**config.mk**
```make
export PLATFORM = sky130hd
export DESIGN_NAME = dcache_responder
export DESIGN_NICKNAME = d
export VERILOG_FILES = /design/src/rtl/dcache_responder.sv
export SDC_FILE = /design/constraint.sdc
export NUM_CORES = 1
export LEC_CHECK = 0
export ABC_AREA = 1
export BUFFER_PORTS_ARGS = -buffer_cell sky130_fd_sc_hd__buf_2
export CORE_ASPECT_RATIO = 1.4
export CORE_MARGIN = 10
export CORE_UTILIZATION = 32
export CTS_BUF_LIST = sky130_fd_sc_hd__clkbuf_4
export DETAILED_ROUTE_END_ITERATION = 16
export PLACE_DENSITY_LB_ADDON = 0.25
export REMOVE_ABC_BUFFERS = 1
export SKIP_CTS_REPAIR_TIMING = 1
export SLEW_MARGIN = 20
export SYNTH_ARGS = -nofsm -noshare
export SYNTH_HDL_FRONTEND = slang
export SYNTH_SLANG_ARGS = --single-unit
```
**constraint.sdc**
```tcl
create_clock -name CLK -period 8.6 [get_ports CLK]
set_clock_uncertainty 0.1 [all_clocks]
set_input_delay 1.72 -clock CLK [delete_from_list [all_inputs] [get_ports CLK]]
set_output_delay 1.72 -clock CLK [all_outputs]
set_load 0.005 [all_outputs]
```
**src/rtl/dcache_responder.sv**
```systemverilog
// dcache_responder: direct-mapped, write-back, write-allocate data cache (8 frames x 2 words)
// Ports:
//   CLK, nRST                      clock and asynchronous active-low reset
//   halt                           datapath halted; write back all dirty frames, then raise flushed
//   dmemREN, dmemWEN, datomic      datapath load/store request; datomic marks LL/SC
//   dmemaddr, dmemstore            request word address and store data
//   dhit, dmemload, flushed        request completion, load data / SC result, flush done
//   dREN, dWEN, daddr, dstore      memory-side request
//   dwait, dload                   memory busy and read data
// Optional feature: define LLSC_EN to keep a link register for LL/SC.
module dcache_responder (
    input  logic        CLK,
    input  logic        nRST,
    input  logic        halt,
    input  logic        dmemREN,
    input  logic        dmemWEN,
    input  logic        datomic,
    input  logic [31:0] dmemaddr,
    input  logic [31:0] dmemstore,
    output logic        dhit,
    output logic [31:0] dmemload,
    output logic        flushed,
    output logic        dREN,
    output logic        dWEN,
    output logic [31:0] daddr,
    output logic [31:0] dstore,
    input  logic        dwait,
    input  logic [31:0] dload
);
    typedef enum logic [2:0] {IDLE, WB0, WB1, LD0, LD1, FLUSH0, FLUSH1, FLUSHED} state_t;
    state_t      state, next_state;
    logic [7:0]  valid, dirty;
    logic [25:0] tags [8];
    logic [31:0] data [8][2];
    logic [2:0]  cnt;
    logic [25:0] req_tag;
    logic [2:0]  idx;
    logic        word, req, hit, miss, wr_hit, flush_wb, xfer, last, sc_fail, sc_ok;
    logic        unused;

    assign req_tag  = dmemaddr[31:6];
    assign idx      = dmemaddr[5:3];
    assign word     = dmemaddr[2];
    assign xfer     = !dwait;
    assign last     = cnt == 3'd7;
    assign flush_wb = valid[cnt] && dirty[cnt];
    // halt outranks any request; nRST gating keeps dhit at its reset value while reset is held
    assign req      = nRST && state == IDLE && !halt && (dmemREN || dmemWEN);
    assign hit      = req && valid[idx] && tags[idx] == req_tag;
    assign miss     = req && !hit && !sc_fail;
    // both enables high is treated as a store
    assign wr_hit   = hit && dmemWEN && !sc_fail;
    assign dhit     = hit || sc_fail;
    assign dmemload = (sc_fail || !hit) ? 32'd0 : dmemWEN ? {31'd0, sc_ok} : data[idx][word];

`ifdef LLSC_EN
    logic        link_valid;
    logic [29:0] link_addr;
    logic        link_match;
    assign link_match = link_valid && link_addr == dmemaddr[31:2];
    // a failed SC completes at once without touching the cache or memory
    assign sc_fail    = req && dmemWEN && datomic && !link_match;
    assign sc_ok      = hit && dmemWEN && datomic && link_match;
    assign unused     = &{1'b0, dmemaddr[1:0]};
    always_ff @(posedge CLK or negedge nRST)
        if (!nRST) begin
            link_valid <= 1'b0;
            link_addr  <= '0;
        end else if (wr_hit && link_match) begin
            link_valid <= 1'b0;
        end else if (hit && !dmemWEN && datomic) begin
            link_valid <= 1'b1;
            link_addr  <= dmemaddr[31:2];
        end
`else
    assign sc_fail = 1'b0;
    assign sc_ok   = 1'b0;
    assign unused  = &{1'b0, datomic, dmemaddr[1:0]};
`endif

    always_ff @(posedge CLK or negedge nRST)
        if (!nRST) state <= IDLE;
        else       state <= next_state;

    always_comb begin
        next_state = state;
        case (state)
            IDLE:    next_state = halt ? FLUSH0 : miss ? ((valid[idx] && dirty[idx]) ? WB0 : LD0) : IDLE;
            WB0:     next_state = xfer ? WB1 : WB0;
            WB1:     next_state = xfer ? LD0 : WB1;
            LD0:     next_state = xfer ? LD1 : LD0;
            LD1:     next_state = xfer ? IDLE : LD1;
            // clean frames are skipped without a memory cycle
            FLUSH0:  next_state = flush_wb ? (xfer ? FLUSH1 : FLUSH0) : (last ? FLUSHED : FLUSH0);
            FLUSH1:  next_state = xfer ? (last ? FLUSHED : FLUSH0) : FLUSH1;
            default: next_state = FLUSHED;
        endcase
    end

    always_comb begin
        dREN    = 1'b0;
        dWEN    = 1'b0;
        daddr   = '0;
        dstore  = '0;
        flushed = state == FLUSHED;
        case (state)
            WB0, WB1: begin
                dWEN   = 1'b1;
                daddr  = {tags[idx], idx, state == WB1, 2'b00};
                dstore = data[idx][state == WB1];
            end
            LD0, LD1: begin
                dREN  = 1'b1;
                daddr = {dmemaddr[31:3], state == LD1, 2'b00};
            end
            FLUSH0, FLUSH1: begin
                dWEN   = flush_wb;
                daddr  = flush_wb ? {tags[cnt], cnt, state == FLUSH1, 2'b00} : 32'd0;
                dstore = flush_wb ? data[cnt][state == FLUSH1] : 32'd0;
            end
            default: ;
        endcase
    end

    always_ff @(posedge CLK or negedge nRST)
        if (!nRST) begin
            valid <= '0;
            dirty <= '0;
            cnt   <= '0;
            for (int i = 0; i < 8; i++) tags[i] <= '0;
        end else begin
            if (wr_hit) dirty[idx] <= 1'b1;
            if (state == LD1 && xfer) begin
                valid[idx] <= 1'b1;
                dirty[idx] <= 1'b0;
                tags[idx]  <= req_tag;
            end
            if (state == IDLE) cnt <= '0;
            if ((state == FLUSH0 && !flush_wb) || (state == FLUSH1 && xfer)) begin
                dirty[cnt] <= 1'b0;
                cnt        <= cnt + 3'd1;
            end
        end

    always_ff @(posedge CLK) begin
        if (wr_hit) data[idx][word] <= dmemstore;
        if ((state == LD0 || state == LD1) && xfer) data[idx][state == LD1] <= dload;
    end
endmodule

```
**Word-level counts from Yosys, hierarchy flattened**

Memory sizes are Yosys's and may differ from the RTL's.
Cells that the tools add are included.

- Register bits after elaboration: 230
- Bits in writable memories: 512
- Bits of input ports: 103
- Output and inout bits: 100
- Word-level logic and storage cells: 269
- Memories kept: 1

- Add/subtract/negate cells: 1
- $lt $le $gt $ge: 13
- Equality and inequality tests: 9
- Muxes and demuxes: 127
- Bitwise operators: 76
- Reductions and logical operators: 30

Memories:

| name | words | width | rd ports | clocked after Yosys merged registers in | wr ports | RTL line | RTL |
|---|---|---|---|---|---|---|---|
| data | 8 | 64 | 2 | 0 | 1 | 34 | `logic [31:0] data [8][2];` |

Operators with widths:

| operator | number |
|---|---|
| $mux 32 | 15 |
| $bwmux 208 | 1 |
| $bmux 26 s3 | 2 |
| $mux 26 | 5 |
| $mux 64 | 2 |
| $pmux 32 s3 | 1 |
| $demux 26 s3 | 1 |
| $mux 1 | 74 |
| $demux 32 s1 | 2 |
| $or 1x1->1 | 64 |
| $pmux 32 s2 | 1 |
| $eq 26x26->1 | 1 |
| $mux 8 | 3 |
| $pmux 3 s7 | 1 |
| $logic_and 1x1->1 | 18 |
| $mux 3 | 6 |
| $and 8x8->8 | 2 |
| $not 8->8 | 2 |
| $or 8x8->8 | 2 |
| $eq 3x3->1 const B | 5 |
| $bmux 1 s3 | 4 |
| $mux 2 | 6 |
| $ge 2x2->1 const B | 4 |
| $ge 4x4->1 const B | 2 |
| other kinds (16) | 32 |

**Logic depth before layout (Yosys ltp)**

Gate-level depths: netlist of the first run.

- Depth in word-level cells: 12
- Mapped depth: 19
- Depth with buffers taken out: 15

**Least setup slack after synthesis of the first run**

No wires, ideal clock.

- Path kind: input -> register
- Start point: input port dmemaddr[5]
- End point: memory data[0][32] in the netlist's numbering, enable pin
- Setup time: 432 ps
- Arrival: 4840 ps
- Required time: 8068 ps
- Path slack: 3229 ps
- Stages: 14
- Cell sequence: buf_4 nor2_4 buf_2 nand3_1 nand2_1 o21ai_0 nand2_1 nand2_1 nor2_1 nand2_1 nor2_1 buf_2 nand4_2 a21oi_1

- Word-level cells in the longest chain between the ends: 10
- Elaborated cells on any way between the ends: 13
- Classes of those cells: eq/ne (1); mux (7); bitwise (2); reduce/logical (3)

RTL lines:

| item | RTL line | RTL |
|---|---|---|
| from (decl) | 18 | `input logic [31:0] dmemaddr,` |
| $not 3->4 (not written as such) | 49 | `assign hit = req && valid[idx] && tags[idx] == req_tag;` |
| $bmux 26 s3 | 49 |  |
| $mux 26 (not written as such) (2 in series) | 49 |  |
| $eq 26x26->1 | 49 |  |
| $logic_and 1x1->1 | 49 |  |
| $logic_and 1x1->1 | 52 | `assign wr_hit = hit && dmemWEN && !sc_fail;` |
| $mux 1 | 146 | `if (wr_hit) data[idx][word] <= dmemstore;` |
| $mux 64 (not written as such) | 146 |  |
| $or 1x1->1 (no source line) | -- |  |
| to (decl) | 34 |  |

Several ways; a longest one is shown, not always the timed one. The select of a mux whose other input is x is not followed.

**Worst setup path after layout of the first run**

- Start point: input port dmemaddr[3]
- End point: output port dmemload[22]

- Word-level cells in the longest chain between the ends: 7
- Elaborated cells on any way between the ends: 15
- Classes of those cells: eq/ne (1); mux (10); bitwise (1); reduce/logical (2); memory (1)

RTL lines:

| item | RTL line | RTL |
|---|---|---|
| $not 3->4 (not written as such) | 49 |  |
| $bmux 26 s3 | 49 |  |
| $mux 26 (not written as such) (2 in series) | 49 |  |
| $eq 26x26->1 | 49 |  |
| $logic_and 1x1->1 | 49 |  |
| $mux 32 (*) | 54 | `assign dmemload = (sc_fail \|\| !hit) ? 32'd0 : dmemWEN ? {31'd0, sc_ok} : data[idx][word];` |
| to (decl) | 21 | `output logic [31:0] dmemload,` |

Every way passes the cells marked *; elsewhere a longest branch is shown, timed or not. The select of a mux whose other input is x is not followed.

==> reports/results.ini, run 1 <==
[layout]
instances_no_fill=6265
nets=4634
syn_to_final_growth_pct=13.8
drive_above_1_share_pct=14.2

[drt]
drcViolationCount=0
first_iter_violations=3273
route.detailed.wl_per_inst_um=23.7
drtAntennaViolNets=0
num_vias=34000
drt-vias-per-instance=5.42
postRouteWirelength_um=149000
firstDrtPassIters=6

[synthesis]
synth_cell_types=45
syn_area_um2=38000
yosysWarningCount=0
netlist_instances=4358
ys_seq_elements=742
synth_top_area_share_pct=40.5
syn-mean-instance-area_um2=8.72
seq_area_frac_synth_pct=55.6
async_reset_ff_share_pct=31.0
synth_edf_count=512
yosys-top-cells-area=edfxtp_1 40%, dfrtp_1 15%, o21ai_0 12%, nand2_1 8.9%, inv_1 4.6%
synthFlopType=edfxtp_1
synth_top_area_cell=edfxtp_1

[worst_setup_path]
end_kind=output port
path_class=input port to output port
worst_ep_arrival_time_ns=5.65
worst-path-max-fanout=80
worstPathRequired_ns=6.78
startpoint_type=input port

[pwr]
leakage_nw=17.5
ir_drop_mv=0.255
p_int_mw=7.31
switching_share_pct=40.1
pwr-share-clk_pct=26.5
seqPwrFrac_pct=39.2
netSwitchingPower_mw=4.90
power_frac_comb_pct=34.3
power_density_nw_per_um2=282

[floorplanning]
rows=149
initial_utilization_pct=32.2
die_height_um=428
die_area_um2=133000
die_x_um=311
core-area_um2=118000
io_pins=203

[clocking]
path_clk_slew_ns=0.05
numCtsBuffers=202
cts_tree=built
htreeDepth=4
clock-sinks=742
cts_root_buf=clkbuf_4
clock_latency_ns=1.14
clock_path_buffers=3

[global_route]
grt_pass1_vias=32900
antenna_found_initial=11
grt_max_degree=174
grt_overflow=0
grt_pass1_wl_um=215000
grt_usage_pct=21.6

[timing]
final_max_slew_viol_count=0
setup_tns_ns=0
fmaxAchievable_mhz=134
finalHoldViolCount=0
rsz0062_at_grt=false
period_share_pct=86.9
slew_headroom_pct=19.8
tightest_slew_ns=1.19
setup_violations=0
min_period_ns=7.47

[place]
io_buffers=197
dp_cells=5910
place.gp.congestion=0.834
dp_hpwl_um=84900

[status]
outcome=complete, no violations

[flow_run]
maxCapViolations=0

[hold_path]
worstHoldPathType=flip-flop to flip-flop

==> path summary, 6_finish.rpt <==
path	startpoint	end	slack, ns	depth (start not counted)
min in group asynchronous	nRST	tags[186]$_DFFE_PN0P_	0.46	1
min reg2reg	valid[5]$_DFFE_PN0P_	valid[5]$_DFFE_PN0P_	0.38	2
max in group asynchronous	nRST	tags[25]$_DFFE_PN0P_	5.93	3
min	valid[5]$_DFFE_PN0P_	valid[5]$_DFFE_PN0P_	0.38	2
max	dmemaddr[3]	dmemload[22]	1.13	17
max reg2reg	tags[193]$_DFFE_PN0P_	data[7][23]$_DFFE_PP_	4.05	14
==> registers in the layout, summed over array words and instances, names as in the netlist <==
register	flops
valid	8
tags	208
data	512
cnt	3
dirty	8
state	3
==> through the flow <==
stage	setup WS (ns)	util [%]	hold WS, ns	total power, mW	cell area, um^2
2_1_floorplan	-8.59	-	0.331	7.14	36600
3_3_place_gp	1.07	34.5	0.360	8.94	40700
3_5_place_dp	1.07	34.5	0.366	8.99	40700
4_1_cts	1.07	36.7	0.374	12.2	43200
5_1_grt	0.838	36.7	0.390	12.9	43200
6_report	1.13	36.7	0.382	12.2	43300
==> synthesized netlist by cell type (25+ instances only) <==
library cell    n
a22oi_1        30
nand4_1        48
o22ai_1        39
inv_1         465
o221ai_1       25
nand3_1       126
a21oi_1       325
buf_2          39
a221oi_1       92
o211ai_1       34
nand2_1       897
o21ai_0       878
edfxtp_1      512
nor2_1        239
buf_1          42
dfrtp_1       230
clkbuf_1      219
==> routing by layer <==
layer  wire, um  GRT usage [%]
met5         51              0
met4       5550           9.57
met2      70700           36.0
met3      12900           4.57
met1      59400           26.9
==> layout make-up <==
type / count / area, um^2
antenna: 7 / 17.5
clock buffer: 287 / 2150
clock inverter: 61 / 412
fill: 12200 / 74600
inverter: 475 / 1810
multi-input combinational: 2817 / 14000
sequential: 742 / 21100
tap: 1585 / 1980
timing repair buffer: 291 / 1780
==> power groups by stage <==
| stage | Clock (mW) | Combinational (mW) | Sequential [mW] |
|---|---|---|---|
| after global routing | 3.49 | 4.61 | 4.84 |
| after detailed placement | 0 | 4.14 | 4.84 |
| after CTS | 3.31 | 4.16 | 4.78 |
| after floorplan | 0 | 2.30 | 4.83 |
| final | 3.24 | 4.19 | 4.78 |
| after global placement | 0 | 4.10 | 4.83 |
==> cells in the final DEF, fill, tap and decap left out, types with 19 or more instances in the layout <==
cell type / instances
buf_2: 195
edfxtp_1: 512
a22oi_1: 30
nor2_1: 225
o22ai_1: 39
o2111ai_1: 19
o21ai_0: 876
o211ai_1: 34
dfrtp_1: 229
o221ai_1: 25
nand2_1: 891
nand4_1: 48
inv_1: 453
a21oi_1: 309
nand3_1: 126
clkinv_1: 48
clkbuf_4: 287
buf_4: 89
a221oi_1: 92
==> critical path, cell delays in order <==
cell and delay (ns):
buf_4 0.27, clkinv_2 0.17, buf_12 0.39, nand2_1 0.09, nand3_1 0.10, nand2_1 0.07
nor2_1 0.19, nor2_1 0.09, nor2_1 0.28, nand2_1 0.08, nor2_1 0.11, nand2_1 0.08
nor2_2 0.47, nand2_1 0.19, or2_2 0.71, nor2_1 0.39, buf_2 0.18
==> cell families after synthesis <==
logic type	synth area share, %
compound gates	21.5
fa+ha+maj	0.0658
buf+inv	8.42
flops	55.6
mux	0.211
other cells	0.00987
simple gates	14.2
Power figures use the tool's default switching activity.
==> inputs of run 2 (changes only) <==
ABC_AREA = not set   (was 1)
BUFFER_PORTS_ARGS = not set   (was -buffer_cell sky130_fd_sc_hd__buf_2)
DONT_BUFFER_PORTS = 1   (was not set)
==> reports/results.ini, run 2 <==
[place]
io_buffers=0  ; -100%
dp_hpwl_um=78000  ; -8.1%
place.gp.congestion=0.819  ; -1.7%
placed_area_um2=38900  ; -4.3%
dp_cells=4134  ; -30%

[status]
outcome=complete, no violations

[timing]
whs_ns=0.237  ; -0.145 ns
rsz0062_at_grt=false
setup_tns_ns=0  ; unchanged
slew_headroom_pct=22.5  ; +2.7 points
final_max_slew_viol_count=0  ; unchanged
min_period_ns=7.29  ; -0.185 ns
finalHoldViolCount=0  ; unchanged
fmaxAchievable_mhz=137  ; +2.5%
setup_violations=0  ; unchanged
tightest_slew_ns=1.16  ; -0.0320 ns
period_share_pct=84.8  ; -2.1 points

[clocking]
clock_path_buffers=3  ; unchanged
clock_latency_ns=1.10  ; -0.04 ns
numCtsBuffers=197  ; -2.5%
cts_tree=built
htreeDepth=4  ; unchanged
path_clk_slew_ns=0.06  ; about the same
clock-sinks=742  ; unchanged
cts_root_buf=clkbuf_4

[floorplanning]
io_pins=203  ; unchanged
die_area_um2=131000  ; -2.0%
core-area_um2=116000  ; -1.6%
initial_utilization_pct=32.1  ; -0.15 points
die_height_um=423  ; -0.99%
rows=148  ; -0.67%
die_x_um=308  ; -0.97%

[worst_setup_path]
crit_chain=mux4_2 -> mux2i_1 -> xor2_1 -> nand4_1 -> nor4_1 -> nand4_1 -> inv_1 -> nand2_4 -> a211oi_1
worstPathRequired_ns=6.78  ; about the same
critical_path.slowest_cell=a211oi_1
worst_path_most_repeated_cell=nand4_1
startpoint_type=input port
end_kind=output port
worst_ep_arrival_time_ns=5.47  ; -0.18 ns
rrSetupSlack_ns=3.45  ; -0.60 ns
path_class=input port to output port
cpPeakStageDelay_ns=0.84  ; +0.13 ns
worst-path-max-fanout=84  ; +5.0%

[drt]
drcViolationCount=0  ; unchanged
postRouteWirelength_um=135000  ; -8.9%
first_iter_violations=2417  ; -26%
num_vias=27000  ; -21%
drtAntennaViolNets=0  ; unchanged
drt-vias-per-instance=6.01  ; +11%
route.detailed.wl_per_inst_um=30.2  ; +27%
firstDrtPassIters=7  ; +1

[layout]
biggestRegsByFlops=data x512, tags x208
largest_reg_flops=512  ; unchanged
nets=2938  ; -37%
fill_cells=11300  ; -7.8%
final-seq-area_um2=21100  ; about the same
layout_common_cells=512 x edfxtp_1, 343 x mux2i_1, 272 x clkbuf_4
multi_input_area_um2=15300  ; +9.2%
fin_area_um2=41400  ; -4.3%
instances_no_fill=4489  ; -28%
final_common_cell=edfxtp_1
top_register=data
syn_to_final_growth_pct=11.2
drive_above_1_share_pct=25.9  ; +12 points

[global_route]
grt_overflow=0  ; unchanged
grt_pass1_vias=28300  ; -14%
antenna_found_initial=6  ; -5
grt_usage_pct=20.1  ; -1.5 points
grt_pass1_wl_um=192000  ; -11%
grt_max_degree=232  ; +33%

[synthesis]
synth_cell_types=66  ; +47%
synth_edf_count=512  ; unchanged
synth_top_area_share_pct=41.3  ; +0.85 points
ys_seq_elements=742  ; unchanged
synthFlopType=edfxtp_1
synth_common_cells=512 x edfxtp_1, 344 x mux2i_1, 254 x mux2_2
yosysMostFrequentCell=edfxtp_1
seq_area_frac_synth_pct=56.8  ; +1.2 points
async_reset_ff_share_pct=31.0  ; unchanged
syn-mean-instance-area_um2=13.2  ; +52%
synth_top_area_cell=edfxtp_1
netlist_instances=2810  ; -36%
yosysWarningCount=0  ; unchanged
yosys-top-cells-area=edfxtp_1 41%, dfrtp_1 15%, mux2i_1 9.3%, mux2_2 7.7%, mux4_2 4.8%
syn_area_um2=37200  ; -2.1%

[hold_path]
worstHoldPathType=input port to asynchronous set/reset pin

[pwr]
power_density_nw_per_um2=278  ; -1.6%
p_total_mw=11.5  ; -5.9%
ir_drop_mv=0.182  ; -29%
leakage_nw=15.3  ; -13%

[flow_run]
maxCapViolations=0  ; unchanged

## run 2: cell types whose count changed in the layout (fill, tap and decap cells not counted), moves of 66 or more
cell | previous run | this run
inv_1 | 453 | 9
o21ai_0 | 876 | 32
a22oi_1 | 30 | 192
a21oi_1 | 309 | 12
mux2_2 | 0 | 254
nor2_1 | 225 | 106
mux2i_1 | 8 | 343
mux4_2 | 0 | 79
a221oi_1 | 92 | 26
nand3_1 | 126 | 22
buf_2 | 195 | 0
o22ai_1 | 39 | 135
nand2_1 | 891 | 218
## run 2: report_power, final
| part | internal (mW) | switching [mW] | total [mW] |
|---|---|---|---|
| Clock | 1.52 | 1.51 | 3.03 |
| Sequential | 4.32 | 0.407 | 4.73 |
| Combinational | 1.59 | 2.14 | 3.73 |
## run 2: cell families (layout without fill, tap and decap cells)
family,after synthesis,in the layout,synth area share (%)
adder cells (fa/ha/maj),2,2,0.0672
AO/OA/AOI/OAI,589,589,11.8
buffers and inverters,267,438,2.99
flip-flops,742,742,56.8
other,1,9,0.0101
multiplexers,677,677,21.7
XOR/XNOR,15,15,0.353
AND/OR/NAND/NOR,517,517,6.32
## run 2: worst paths after layout
kind	from	end	depth (start not counted)
min in group CLK	valid[1]$_DFFE_PN0P_	valid[1]$_DFFE_PN0P_	1
worst min-delay path	nRST	tags[109]$_DFFE_PN0P_	0
worst max register to register	tags[100]$_DFFE_PN0P_	data[3][45]$_DFFE_PP_	11
worst min register to register	valid[1]$_DFFE_PN0P_	valid[1]$_DFFE_PN0P_	1
max in group asynchronous	nRST	tags[141]$_DFFE_PN0P_	0
worst max-delay path	dmemaddr[3]	dmemload[20]	9
## run 2: layer usage
metal / global-route usage (%) / vias up / share of wire [%]
met4: 10.3 / 6 / 4.8
met5: 0 / - / 0.030
li1: - / 11300 / -
met1: 23.0 / 13900 / 37
met3: 6.36 / 380 / 9.6
met2: 33.3 / 1435 / 48
## run 2: worst max-delay path: cells and delay by family
family                    cells  cell delay (ns)
and+or+nand+nor               4             1.70
AOI/OAI and AO/OA             1             0.84
muxes                         2             0.71
xor gates and xnor gates      1             0.26
buffers and inverters         1             0.19
## run 2: layout make-up
type                    count  area share (%)
flip-flops and latches    742            51.1
clock inverters            76           0.925
repair buffers             78            1.51
well taps                1500            4.54
clock buffers             272            4.93
multi-input cells        1802            36.9
diodes                      7          0.0423
inverters                  12           0.109
## run 2: through the flow
step	utilization, %	setup slack [ns]
after floorplan	-	-6.39
after global placement	33.6	1.23
after detailed placement	33.6	1.24
after CTS	35.7	1.21
after global routing	35.7	1.13
final	35.7	1.31
